--- config.mk ---
export PLATFORM = sky130hd
export DESIGN_NAME = pixel_stream_source
export DESIGN_NICKNAME = d
export VERILOG_FILES = /design/src/rtl/pixel_stream_source.sv
export SDC_FILE = /design/constraint.sdc
export NUM_CORES = 1
export LEC_CHECK = 0
export ABC_CLOCK_PERIOD_IN_PS = 2900
export BUFFER_PORTS_ARGS = -buffer_cell sky130_fd_sc_hd__clkbuf_2
export CAP_MARGIN = 5
export CORE_MARGIN = 10
export CORE_UTILIZATION = 40
export DETAILED_ROUTE_END_ITERATION = 7
export PLACE_DENSITY = 0.62
export SLEW_MARGIN = 30
export SYNTH_ARGS = -nofsm -noshare
export SYNTH_HDL_FRONTEND = slang
export SYNTH_SLANG_ARGS = --single-unit
--- constraint.sdc ---
create_clock -name clk -period 2.9 [get_ports clk]
set_input_delay 0.87 -clock clk [delete_from_list [all_inputs] [get_ports clk]]
set_output_delay 0.87 -clock clk [all_outputs]
set_load 0.03 [all_outputs]
--- src/rtl/pixel_stream_source.sv ---
// Raster pixel source for the gaussian filter stage: emits IMAGE_WIDTH x IMAGE_HEIGHT
// frames with horizontal/vertical blanking, selectable test patterns, valid/ready
// backpressure and sof/eol/eof markers. Every output is a flop.
//
// state   | meaning
// IDLE    | no frame in progress, waiting for i_enable
// ACTIVE  | presenting pixels of the current line
// HBLANK  | idle cycles after a line
// VBLANK  | extra idle cycles after the last line of a frame
module pixel_stream_source #(
  parameter int DATA_WIDTH   = 8,
  parameter int IMAGE_WIDTH  = 640,
  parameter int IMAGE_HEIGHT = 480,
  parameter int H_BLANK      = 16,
  parameter int V_BLANK      = 4
) (
  input  logic                            clk,
  input  logic                            rst_n,
  input  logic                            i_enable,
  input  logic [1:0]                      i_pattern,
  input  logic [DATA_WIDTH-1:0]           i_const,
  input  logic                            i_ready,
  output logic [DATA_WIDTH-1:0]           o_pixel,
  output logic                            o_pixel_valid,
  output logic                            o_sof,
  output logic                            o_eol,
  output logic                            o_eof,
  output logic [$clog2(IMAGE_WIDTH)-1:0]  o_col,
  output logic [$clog2(IMAGE_HEIGHT)-1:0] o_row,
  output logic                            o_busy
);

  localparam int COL_W  = $clog2(IMAGE_WIDTH);
  localparam int ROW_W  = $clog2(IMAGE_HEIGHT);
  localparam int B_MAX  = (H_BLANK > V_BLANK) ? H_BLANK : V_BLANK;
  localparam int BLK_W  = $clog2(B_MAX + 1);

  localparam logic [COL_W-1:0] COL_LAST = COL_W'(IMAGE_WIDTH - 1);
  localparam logic [ROW_W-1:0] ROW_LAST = ROW_W'(IMAGE_HEIGHT - 1);
  localparam logic [BLK_W-1:0] H_LOAD   = BLK_W'(H_BLANK - 1);
  localparam logic [BLK_W-1:0] V_LOAD   = BLK_W'(V_BLANK - 1);

  localparam logic [1:0] ST_IDLE   = 2'd0;
  localparam logic [1:0] ST_ACTIVE = 2'd1;
  localparam logic [1:0] ST_HBLANK = 2'd2;
  localparam logic [1:0] ST_VBLANK = 2'd3;

  logic [1:0]            state, state_nxt;
  logic [BLK_W-1:0]      blank_cnt, blank_cnt_nxt;
  logic [DATA_WIDTH-1:0] ramp, ramp_nxt;
  logic [1:0]            pat_q, pat_nxt;
  logic [DATA_WIDTH-1:0] const_q, const_nxt;
  logic [COL_W-1:0]      col_nxt;
  logic [ROW_W-1:0]      row_nxt;
  logic                  valid_nxt;
  logic                  load;
  logic                  frame_start;
  logic                  eol_nxt;
  logic                  chk_bit;
  logic [DATA_WIDTH-1:0] pix_nxt;

  // Next-state, next-position and next-pixel computation.
  // The blanking counter counts down to zero; the terminal count ends the blank period.
  always_comb begin
    state_nxt     = state;
    blank_cnt_nxt = blank_cnt;
    col_nxt       = o_col;
    row_nxt       = o_row;
    ramp_nxt      = ramp;
    pat_nxt       = pat_q;
    const_nxt     = const_q;
    valid_nxt     = o_pixel_valid;
    load          = 1'b0;
    frame_start   = 1'b0;

    case (state)
      ST_IDLE: begin
        if (i_enable) frame_start = 1'b1;
      end
      ST_ACTIVE: begin
        if (i_ready) begin
          if (o_col == COL_LAST) begin
            state_nxt     = ST_HBLANK;
            blank_cnt_nxt = H_LOAD;
            valid_nxt     = 1'b0;
          end else begin
            col_nxt  = o_col + 1'b1;
            ramp_nxt = ramp + 1'b1;
            load     = 1'b1;
          end
        end
      end
      ST_HBLANK: begin
        if (blank_cnt == '0) begin
          // Row counter still holds the line just finished, so it tells us
          // whether this was the last line of the frame.
          if (o_row == ROW_LAST) begin
            state_nxt     = ST_VBLANK;
            blank_cnt_nxt = V_LOAD;
          end else begin
            state_nxt = ST_ACTIVE;
            col_nxt   = '0;
            row_nxt   = o_row + 1'b1;
            ramp_nxt  = ramp + 1'b1;
            load      = 1'b1;
            valid_nxt = 1'b1;
          end
        end else begin
          blank_cnt_nxt = blank_cnt - 1'b1;
        end
      end
      ST_VBLANK: begin
        if (blank_cnt == '0) begin
          if (i_enable) frame_start = 1'b1;
          else          state_nxt   = ST_IDLE;
        end else begin
          blank_cnt_nxt = blank_cnt - 1'b1;
        end
      end
    endcase

    // Pattern and constant are captured only here and held for the whole frame.
    if (frame_start) begin
      state_nxt = ST_ACTIVE;
      col_nxt   = '0;
      row_nxt   = '0;
      ramp_nxt  = DATA_WIDTH'(1);
      pat_nxt   = i_pattern;
      const_nxt = i_const;
      load      = 1'b1;
      valid_nxt = 1'b1;
    end

    eol_nxt = (col_nxt == COL_LAST);
    // Bit 3 of column/row, zero when the counter is narrower than four bits.
    chk_bit = |(((32'(col_nxt) ^ 32'(row_nxt)) >> 3) & 32'd1);

    case (pat_nxt)
      2'd0:    pix_nxt = ramp_nxt;
      2'd1:    pix_nxt = DATA_WIDTH'(col_nxt);
      2'd2:    pix_nxt = {DATA_WIDTH{chk_bit}};
      default: pix_nxt = const_nxt;
    endcase
  end

  // State, counters and registered outputs; data/markers hold while stalled and clear in blanking.
  always_ff @(posedge clk or negedge rst_n) begin
    if (!rst_n) begin
      state         <= ST_IDLE;
      blank_cnt     <= '0;
      ramp          <= '0;
      pat_q         <= '0;
      const_q       <= '0;
      o_col         <= '0;
      o_row         <= '0;
      o_pixel       <= '0;
      o_pixel_valid <= 1'b0;
      o_sof         <= 1'b0;
      o_eol         <= 1'b0;
      o_eof         <= 1'b0;
      o_busy        <= 1'b0;
    end else begin
      state         <= state_nxt;
      blank_cnt     <= blank_cnt_nxt;
      ramp          <= ramp_nxt;
      pat_q         <= pat_nxt;
      const_q       <= const_nxt;
      o_col         <= col_nxt;
      o_row         <= row_nxt;
      o_pixel_valid <= valid_nxt;
      o_busy        <= (state_nxt != ST_IDLE);
      if (load) begin
        o_pixel <= pix_nxt;
        o_sof   <= frame_start;
        o_eol   <= eol_nxt;
        o_eof   <= eol_nxt && (row_nxt == ROW_LAST);
      end else if (!valid_nxt) begin
        o_pixel <= '0;
        o_sof   <= 1'b0;
        o_eol   <= 1'b0;
        o_eof   <= 1'b0;
      end
    end
  end

endmodule
==> results.cfg <==
[synthesis]
syn_inst = 392
yosysTopAreaCellShare_pct = 41.1
synth_largest_area_cell = dfrtp_1
synth.avg_cell_area_um2 = 8.86
synth_nets = 416
synth_area_leaders = dfrtp_1, nand2_1, a21oi_1
synth_area_um2 = 3470
async_flop_share_pct = 100
yosys_warnings = 0
ys_seq_elements = 57
synth-edff-count = 0
ys.flop_type = dfrtp_1
synth.distinct_cells = 70
yosysSeqAreaShare_pct = 41.1

[cells_and_area]
mostFrequentLayoutCell = buf_4
design_area_um2 = 4440
area_growth_pct = 27.9
fillCellCount = 805
nets = 513
fin_cells = 599
drive_above_1_share_pct = 28.9
final_cell_mix = buf_4, dfrtp_1, clkbuf_2
antenna_cells = 0
fin_util_pct = 53.3

[power_and_ir_drop]
power_frac_comb_pct = 30.6
p_switching_uw = 846
p_leak_nw = 2.17
p_int_mw = 1.60
p_seq_share_pct = 38.6
pwr-share-clk_pct = 30.7
ir_drop_mv = 0.278
swShare_pct = 34.7
total_power_mw = 2.44
p_per_area_nw_per_um2 = 550

[critical_path]
r2r_cells = 8
worstPathMaxFanout = 4
r2r_start = blank_cnt[0]
critPathLaunchType = flip-flop
crit_type = reg -> reg
cp_data_arrival_time_ns = 3.05
crit_path_end_kind = flip-flop
critPathRequiredTime_ns = 3.15
critPathLaunch = blank_cnt[0]

[die]
start_util_pct = 41.6
die_w_um = 113
core-area_um2 = 8340
io_pins = 46
die_h_um = 113
rows = 33
die-area_um2 = 12800

[timing]
worst_hold_slack_ns = 0.469
fin_worst_skew_ns = 0.0110
rsz0062_at_grt = true
slew_violations = 0
slew_headroom_pct = 50.4
tns_ns = 0
finalWorstSetupSlack_ns = 0.100
finalSetupViolations = 0
fmax_ghz = 0.357
final.min_clock_period_ns = 2.80
fin_crit_sh_pct = 96.5
tightest_slew_ns = 0.744
hold_viol = 0

[grt]
grt_pass1_vias = 3365
grt_pass1_wl_mm = 17.0
antenna_found_initial = 0
grt_overflow = 0
use_met3_pct = 3.49
grt_max_degree = 58
grt-busiest-layer = met2
grt_usage_pct = 16.0
grt_use_met1_pct = 21.3
grtUsageMet2_pct = 25.1

[min_path]
hp-class = reg -> reg
min_from = const_q[1]
whs_path_depth = 2

[clock_network]
clkLatencyLatePin_ns = 0.34
cts_root_buf = clkbuf_8
clkSlewWorstSetupHoldPaths_ns = 0.07
tritoncts = done
htreeDepth = 3
cts_sinks = 57
clockBufferDepth = 2
numCtsBuffers = 9

[route]
viasPerCell = 5.83
first_iter_violations = 262
vias = 3490
drt_first_pass_iters = 5
wirelength_mm = 10.4
drc = 0
antenna_left = 0
wire_per_inst_um = 17.3

[place]
routabilityCongestion = 0.892
hpwl_mm = 7.87
placed_area_um2 = 4190
dp_slack_ns = -0.0749
dp.cells = 581
port-buffer-count = 45

[job]
cap_violations = 0

[outcome]
outcome = complete, no violations
[final cells by class]
cell class	count	area (um2)	area share (%)
Sequential cell	57	1430	32.1
Inverter	18	67.6	1.52
Timing Repair Buffer	104	668	15.0
Tap cell	105	131	2.96
Clock buffer	11	141	3.18
Clock inverter	5	55.1	1.24
Multi-Input combinational cell	299	1950	44.0
[cell usage after synthesis (6+ instances only)]
library cell	n
clkbuf_1	10
dfrtp_1	57
nand2_1	42
a31oi_1	11
ha_1	10
nor2_1	30
buf_2	6
mux2_2	7
inv_1	17
and2_1	6
and3_1	8
xnor2_1	6
nor3_1	9
nand4_1	7
nand3_1	13
o21ai_0	30
a21oi_1	30
[power by group through the flow]
stage               Sequential (mW)  Combinational (mW)  Clock, mW
finish                        0.943               0.748      0.751
CTS                           0.940               0.730      0.768
detailed placement            0.955               0.724          0
global placement              0.953               0.724          0
floorplan                      1.10               0.264          0
global route                  0.952               0.809      0.798
[state kept, by name, indices dropped and copies added (netlist names), 2 cells and up]
name,flops
o_col,10
ramp,8
const_q,8
o_pixel,8
o_row,9
state,2
pat_q,2
blank_cnt,5
[worst max-delay path, cell delays in order, from the launching register on]
cell      delay [ns]
dfrtp_1         0.39
inv_1           0.08
ha_1            0.18
or4b_4          0.52
a211oi_4        0.22
a21oi_2         0.08
or4_1           0.48
or4_4           0.54
o31ai_2         0.23
[per-layer routing]
layer,part of all wire [%],vias up
li1,-,1660
met1,46,1688
met3,5.8,14
met2,47,128
met4,1.7,0
met5,0,-
[kinds of logic after synthesis]
logic type / synth area share, %
simple gates: 21.0
xor+xnor: 1.77
flops: 41.1
fa+ha+maj: 3.60
mux: 3.42
compound gates: 25.0
buf+inv: 4.11
[repair_timing]
action | in CTS | in global routing
pin swaps | 0 | 3
setup buffers | 0 | 2
hold buffers | 0 | 0
resized for setup | 2 | 11
setup endpoints to repair | 2 | 10
[path summary, 6_finish.rpt]
check / end / slack [ns]
setup / recovery: o_eof / 0.10
min in group asynchronous: blank_cnt[3] / 0.66
hold reg to reg: const_q[1] / 0.47
setup reg to reg: o_eof / 0.10
max in group asynchronous: o_col[4] / 1.71
hold / removal: const_q[1] / 0.47
(Power assumes the default switching activity.)
